`config.mk`:
```
export PLATFORM = sky130hd
export DESIGN_NAME = rf_writeback_arbiter
export DESIGN_NICKNAME = d
export VERILOG_FILES = /design/src/rtl/rf_pkg.sv /design/src/rtl/rf_wb_fifo.sv /design/src/rtl/rf_writeback_arbiter.sv
export SDC_FILE = /design/constraint.sdc
export NUM_CORES = 1
export LEC_CHECK = 0
export CAP_MARGIN = 20
export CORE_ASPECT_RATIO = 0.9
export CORE_MARGIN = 4
export CORE_UTILIZATION = 45
export DETAILED_ROUTE_END_ITERATION = 8
export GPL_TIMING_DRIVEN = 0
export PLACE_DENSITY_LB_ADDON = 0.3
export SLEW_MARGIN = 20
export SYNTH_ARGS = -nofsm -noshare
export SYNTH_HDL_FRONTEND = slang
export SYNTH_SLANG_ARGS = --single-unit
```
`constraint.sdc`:
```
create_clock -name clk -period 2.55 [get_ports clk]
set_input_delay 0.51 -clock clk [delete_from_list [all_inputs] [get_ports clk]]
set_output_delay 0.51 -clock clk [all_outputs]
set_load 0.05 [all_outputs]
```
`src/rtl/rf_pkg.sv`:
```
// Shared definitions for the register-file writeback path.
// The widths of the write port and the size of the register file are defined here.
package rf_pkg;

  localparam int DATA_W    = 64;
  localparam int ADDR_W    = 5;
  localparam int REG_COUNT = 1 << ADDR_W;

  // Register 0 reads as zero, so writes to it are dropped.
  localparam logic [ADDR_W-1:0] ZERO_REG = '0;

  // One candidate write to the register file.
  typedef struct packed {
    logic              valid;
    logic [ADDR_W-1:0] addr;
    logic [DATA_W-1:0] data;
  } wb_req_t;

endpackage

```
`src/rtl/rf_wb_fifo.sv`:
```
// Small synchronous FIFO that buffers load returns.
// The head entry is readable combinationally, so the arbiter can pop it in the
// same cycle that it selects it. DEPTH must be a power of two so that the
// pointers wrap on their own.
module rf_wb_fifo #(
  parameter int WIDTH = 8,
  parameter int DEPTH = 4
) (
  input  logic             clk,
  input  logic             reset,
  input  logic             push,
  input  logic [WIDTH-1:0] din,
  input  logic             pop,
  output logic [WIDTH-1:0] dout,
  output logic             full,
  output logic             empty
);

  localparam int PTR_W = $clog2(DEPTH);

  logic [WIDTH-1:0] mem_reg [DEPTH];
  logic [PTR_W-1:0] wr_ptr_reg;
  logic [PTR_W-1:0] rd_ptr_reg;
  logic [PTR_W:0]   count_reg;
  logic             push_ok;
  logic             pop_ok;

  // A full FIFO refuses a push, even in a cycle where it is also popping.
  assign full    = (count_reg == (PTR_W+1)'(DEPTH));
  assign empty   = (count_reg == '0);
  assign push_ok = push && !full;
  assign pop_ok  = pop && !empty;
  assign dout    = mem_reg[rd_ptr_reg];

  // The storage array is not reset; the occupancy count determines which entries are valid.
  always_ff @(posedge clk) begin
    if (push_ok) begin
      mem_reg[wr_ptr_reg] <= din;
    end
  end

  // Pointer and occupancy bookkeeping.
  always_ff @(posedge clk) begin
    if (reset) begin
      wr_ptr_reg <= '0;
      rd_ptr_reg <= '0;
      count_reg  <= '0;
    end else begin
      if (push_ok) begin
        wr_ptr_reg <= wr_ptr_reg + 1'b1;
      end
      if (pop_ok) begin
        rd_ptr_reg <= rd_ptr_reg + 1'b1;
      end
      case ({push_ok, pop_ok})
        2'b10:   count_reg <= count_reg + 1'b1;
        2'b01:   count_reg <= count_reg - 1'b1;
        default: count_reg <= count_reg;
      endcase
    end
  end

endmodule

```
`src/rtl/rf_writeback_arbiter.sv`:
```
// Arbitrates the single register-file write port between the ALU result path
// and buffered load returns. ALU results have priority. The module also keeps a
// pending-write scoreboard that drives the issue-stage RAW hazard outputs.
// The data and address widths come from rf_pkg.
// Optional: define RF_WB_ERR_CHECK_EN to add a sticky protocol-error output, err.
module rf_writeback_arbiter
  import rf_pkg::*;
#(
  parameter int LD_FIFO_DEPTH = 4
) (
  input  logic              clk,
  input  logic              reset,
  input  logic              alu_valid,
  input  logic [ADDR_W-1:0] alu_addr,
  input  logic [DATA_W-1:0] alu_data,
  input  logic              ld_valid,
  output logic              ld_ready,
  input  logic [ADDR_W-1:0] ld_addr,
  input  logic [DATA_W-1:0] ld_data,
  input  logic              iss_valid,
  input  logic [ADDR_W-1:0] iss_dst,
  input  logic [ADDR_W-1:0] chk_addr0,
  input  logic [ADDR_W-1:0] chk_addr1,
  output logic              hazard0,
  output logic              hazard1,
  output logic              wr_en,
  output logic [ADDR_W-1:0] wr_addr_in,
  output logic [DATA_W-1:0] wr_data_in
`ifdef RF_WB_ERR_CHECK_EN
  ,
  output logic              err
`endif
);

  logic                     fifo_full;
  logic                     fifo_empty;
  logic                     fifo_push;
  logic                     fifo_pop;
  logic [ADDR_W+DATA_W-1:0] fifo_head;
  wb_req_t                  sel;
  logic                     wr_en_reg;
  logic [ADDR_W-1:0]        wr_addr_reg;
  logic [DATA_W-1:0]        wr_data_reg;
  logic [REG_COUNT-1:0]     pending_reg;

  assign ld_ready  = !fifo_full;
  assign fifo_push = ld_valid && !fifo_full;
  // The FIFO head is consumed only when the ALU leaves the write port free.
  assign fifo_pop  = !alu_valid && !fifo_empty;

  rf_wb_fifo #(
    .WIDTH (ADDR_W + DATA_W),
    .DEPTH (LD_FIFO_DEPTH)
  ) u_ld_fifo (
    .clk   (clk),
    .reset (reset),
    .push  (fifo_push),
    .din   ({ld_addr, ld_data}),
    .pop   (fifo_pop),
    .dout  (fifo_head),
    .full  (fifo_full),
    .empty (fifo_empty)
  );

  // Fixed-priority selection: an ALU result wins; otherwise the FIFO head is selected.
  always_comb begin
    sel = '0;
    if (alu_valid) begin
      sel.valid = 1'b1;
      sel.addr  = alu_addr;
      sel.data  = alu_data;
    end else if (!fifo_empty) begin
      sel.valid = 1'b1;
      {sel.addr, sel.data} = fifo_head;
    end
  end

  // Register the selection onto the RF write port. A write to r0 consumes its slot but does not assert wr_en.
  always_ff @(posedge clk) begin
    if (reset) begin
      wr_en_reg   <= 1'b0;
      wr_addr_reg <= '0;
      wr_data_reg <= '0;
    end else begin
      wr_en_reg <= sel.valid && (sel.addr != ZERO_REG);
      if (sel.valid) begin
        wr_addr_reg <= sel.addr;
        wr_data_reg <= sel.data;
      end
    end
  end

  assign wr_en      = wr_en_reg;
  assign wr_addr_in = wr_addr_reg;
  assign wr_data_in = wr_data_reg;

  genvar gi;
  generate
    for (gi = 0; gi < REG_COUNT; gi++) begin : g_sb
      if (gi == 0) begin : g_zero
        assign pending_reg[gi] = 1'b0;
      end else begin : g_bit
        // A new issue takes precedence over a retiring write to the same register.
        always_ff @(posedge clk) begin
          if (reset) begin
            pending_reg[gi] <= 1'b0;
          end else if (iss_valid && iss_dst == ADDR_W'(gi)) begin
            pending_reg[gi] <= 1'b1;
          end else if (wr_en_reg && wr_addr_reg == ADDR_W'(gi)) begin
            pending_reg[gi] <= 1'b0;
          end
        end
      end
    end
  endgenerate

  // The RF forwards the write it is currently receiving, so that write is not reported as a hazard.
  assign hazard0 = (chk_addr0 != ZERO_REG) && pending_reg[chk_addr0]
                   && !(wr_en_reg && wr_addr_reg == chk_addr0);
  assign hazard1 = (chk_addr1 != ZERO_REG) && pending_reg[chk_addr1]
                   && !(wr_en_reg && wr_addr_reg == chk_addr1);

`ifdef RF_WB_ERR_CHECK_EN
  logic err_reg;

  // Sticky flag for double issue, an unexpected write, or a load offered to a full FIFO.
  always_ff @(posedge clk) begin
    if (reset) begin
      err_reg <= 1'b0;
    end else if ((iss_valid && iss_dst != ZERO_REG && pending_reg[iss_dst])
              || (sel.valid && sel.addr != ZERO_REG && !pending_reg[sel.addr])
              || (ld_valid && fifo_full)) begin
      err_reg <= 1'b1;
    end
  end

  assign err = err_reg;
`endif

endmodule
```
==> metrics.csv <==
stage,metric,value,unit
status,status,finished with violations,
status,violations,setup timing,
placement,numPortBuffers,218,
cells_and_area,fillers,2734,
clock_tree,clock_sinks,386,
cells_and_area,finalNonFillerCells,1800,
critical_path,cpPeakStageDelay,0.51,ns
critical_path,reg2reg_depth,9,
routing,wl,37400,um
grt,grt_max_degree,41,
clock_tree,cts_tree,done,
power,combPwrFrac,0.296,
sta,rsz0062_at_grt,true,
yosys,synth.net_count,1202,
sta,fin_ws,-0.00200,ns
clock_tree,cts_buffer_depth,3,
cells_and_area,design_area,19800,sq um
yosys,syn_area,15500,sq um
grt,grtUsageTotal,0.196,
critical_path,cp_max_fo,4,
yosys,syn_inst,1038,
flow_run,maxCapViolCount,0,
sta,fin_crit,2.55,ns
yosys,synth_flop_cell,edfxtp_1,
yosys,synth-edff-count,276,
hold_path,min_to,pending_reg[23]$_SDFFE_PP0P_,
power,peakVddDrop,0.675,mV
critical_path,worst_setup_path_end_kind,output port,
sta,fin_tns_setup,-0.00200,ns
critical_path,crit_start,chk_addr0[2],
sta,fmax,392,MHz
critical_path,critical_path_class,input pin to output port,
routing,via_count,9649,
grt,grt_pass1_wl,56900,um
routing,drc,0,
placement,hpwl,25600,um
routing,antenna_left,0,
power,power,19100,uW
sta,finalHoldViolations,0,
clock_tree,path_clk_slew,0.06,ns
critical_path,path_cells,clkdlybuf4s15_2 > buf_6 > mux4_2 > o22ai_2 > a211oi_2 > a211oi_2 > nor2_2 > buf_6,
clock_tree,cts_buffers,41,
power,p_int,13300,uW
clock_tree,root_buffer,clkbuf_16,
routing,drt-initial-drc-count,542,
critical_path,crit_required,2.04,ns
critical_path,reg2reg_from,u_ld_fifo.count_reg[2]$_SDFFE_PP0P_,
grt,grt_antenna_before_repair,5,
sta,slew_viol_final,0,
yosys,avgSynthCellArea,15.0,sq um
sta,worst_clock_skew,0.0171,ns
hold_path,hp-start,iss_dst[0],
placement,pre_cts_ws,-1.13,ns
die,std_cell_rows,64,
sta,worst_slew_pin_slew,1.08,ns
yosys,yosysWarnings,0,
cells_and_area,largest_reg_flops,276,
power,pwr-share-clk,0.299,
critical_path,crit_slowest_cell,mux4_2,
clock_tree,postCtsHoldBufs,0,
power,power_leakage,0.00685,uW
power,switching_share,0.303,
hold_path,whs_path_depth,3,
die,pin_count,231,
cells_and_area,area_growth,27.5,%
die,design.core.area,34000,sq um
die,start_util,0.456,
die,dieArea,37500,sq um
sta,final.period_utilization,1.00,
power,p_per_area,964,nW/um^2
hold_path,hp-class,input pin to flip-flop,
critical_path,regToRegSetupSlack,0.22,ns
sta,slew_headroom,0.278,
cells_and_area,layout.nets,1467,
routing,viasPerCell,5.36,
yosys,seq_area_frac_synth,0.676,
yosys,ys_types,39,
sta,setup_violations,1,
yosys,synth-async-reset-ratio,0,
die,die_h,184,um
yosys,yosys_register_bits,386,
power,power.net_switching,5780,uW
die,die_w,204,um
critical_path,start_kind,input pin,
critical_path,rr_endpoint,u_ld_fifo.count_reg[2]$_SDFFE_PP0P_,
power,pwr-share-seq,0.405,
cells_and_area,drive_gt1_frac,0.148,
placement,dp.cells,1722,
critical_path,cp_data_arrival_time,2.04,ns
routing,wl_per_cell,20.8,um
clock_tree,htree_levels,2,
grt,gr-total-overflow,0,
clock_tree,clock_latency,0.54,ns
placement,routabilityCongestion,0.874,
routing,dr.pass1.iters,4,
grt,grt_pass1_vias,9970,
placement,placed_cell_area,18400,sq um
worst max-delay path: cells and delay by family:
family | cells | cell delay (ns)
buf+inv | 3 | 0.51
simple gates | 1 | 0.05
mux | 1 | 0.51
compound gates | 3 | 0.45
per-layer routing:
layer | up-vias | track usage | wire (um)
met5 | - | 0 | 41
met4 | 6 | 0.0518 | 731
met3 | 61 | 0.0470 | 2890
met2 | 341 | 0.325 | 17900
met1 | 4783 | 0.263 | 15800
li1 | 4458 | - | -
worst max path at each step:
stage | end | cells after the start | slack (ns)
after CTS | hazard1 | 5 | 0.002
after detailed placement | hazard0 | 8 | -1.13
after global routing | hazard0 | 6 | -0.06
final | hazard0 | 8 | -0.002
after floorplan | u_ld_fifo.count_reg[2]$_SDFFE_PP0P_ | 10 | 0.02
after global placement | hazard0 | 8 | -1.14
Yosys cell counts (2+ instances only):
cell	count	area, sq um
nor2b_1	8	50.1
o22ai_1	2	12.5
xnor2_1	4	35.0
buf_4	4	30.0
o21ai_0	34	170
nand2b_1	4	25.0
inv_1	8	30.0
a211oi_1	2	15.0
dfxtp_1	110	2200
buf_12	4	80.1
a21oi_1	107	536
and3_1	6	37.5
mux4_2	81	1820
xor2_1	9	78.8
nand2_1	34	128
buf_2	20	100
ha_1	5	62.6
nor3_1	7	35.0
a22oi_1	2	15.0
mux2_2	5	56.3
nor3b_1	2	15.0
edfxtp_1	276	8290
nand3_1	14	70.1
mux2i_1	73	731
nor2_1	164	616
clkbuf_1	40	150
cell type report:
class                      instances  area (sq um)  share of cell area
tap                              462           578              0.0292
multi-input combinational        575          4690               0.237
clock buffer                      62          1160              0.0584
inverter                           8          30.0             0.00152
timing repair buffer             225          2320               0.117
sequential                       386         10500               0.530
antenna                            3          7.51            0.000379
buffer                            66           372              0.0188
clock inverter                    13           150             0.00759
timing repair:
item	in CTS	in global routing
setup buffers	3	0
hold endpoints to repair	0	0
gates resized for setup	32	5
endpoints found under the setup margin	3	4
pin swaps	5	0
cells by family after synthesis:
logic type | Yosys count | share of synthesized area
AO/OA/AOI/OAI | 153 | 0.0513
XOR/XNOR | 13 | 0.00733
flip-flops | 386 | 0.676
AND/OR/NAND/NOR | 243 | 0.0645
multiplexers | 160 | 0.170
adder cells (fa/ha/maj) | 6 | 0.00532
buffers and inverters | 77 | 0.0259
stage by stage:
| stage | util | hold slack (ns) |
|---|---|---|
| floorplan | - | 0.460 |
| global placement | 0.538 | 0.473 |
| detailed placement | 0.541 | 0.478 |
| CTS | 0.581 | 0.380 |
| global route | 0.581 | 0.436 |
| finish | 0.582 | 0.410 |
power groups by stage:
stage | logic [uW] | registers (uW) | clock network, uW
after detailed placement | 5710 | 7830 | 0
final | 5640 | 7730 | 5710
after global placement | 5600 | 7830 | 0
after floorplan | 3250 | 8520 | 0
after global routing | 6060 | 7790 | 6130
after CTS | 5720 | 7730 | 5840
layout by cell type (no fill, tap or decap), drive strengths merged, types with 7 or more instances in the layout:
cell type,n
nand3,14
mux2i,73
nor2b,8
clkinv,9
o21ai,34
a21oi,107
inv,9
nor2,164
clkbuf,99
dfxtp,110
xor2,9
edfxtp,276
clkdlybuf4s50,213
buf,38
mux4,82
nor3,7
nand2,34
Note: power is estimated with default switching activity, not from simulation.
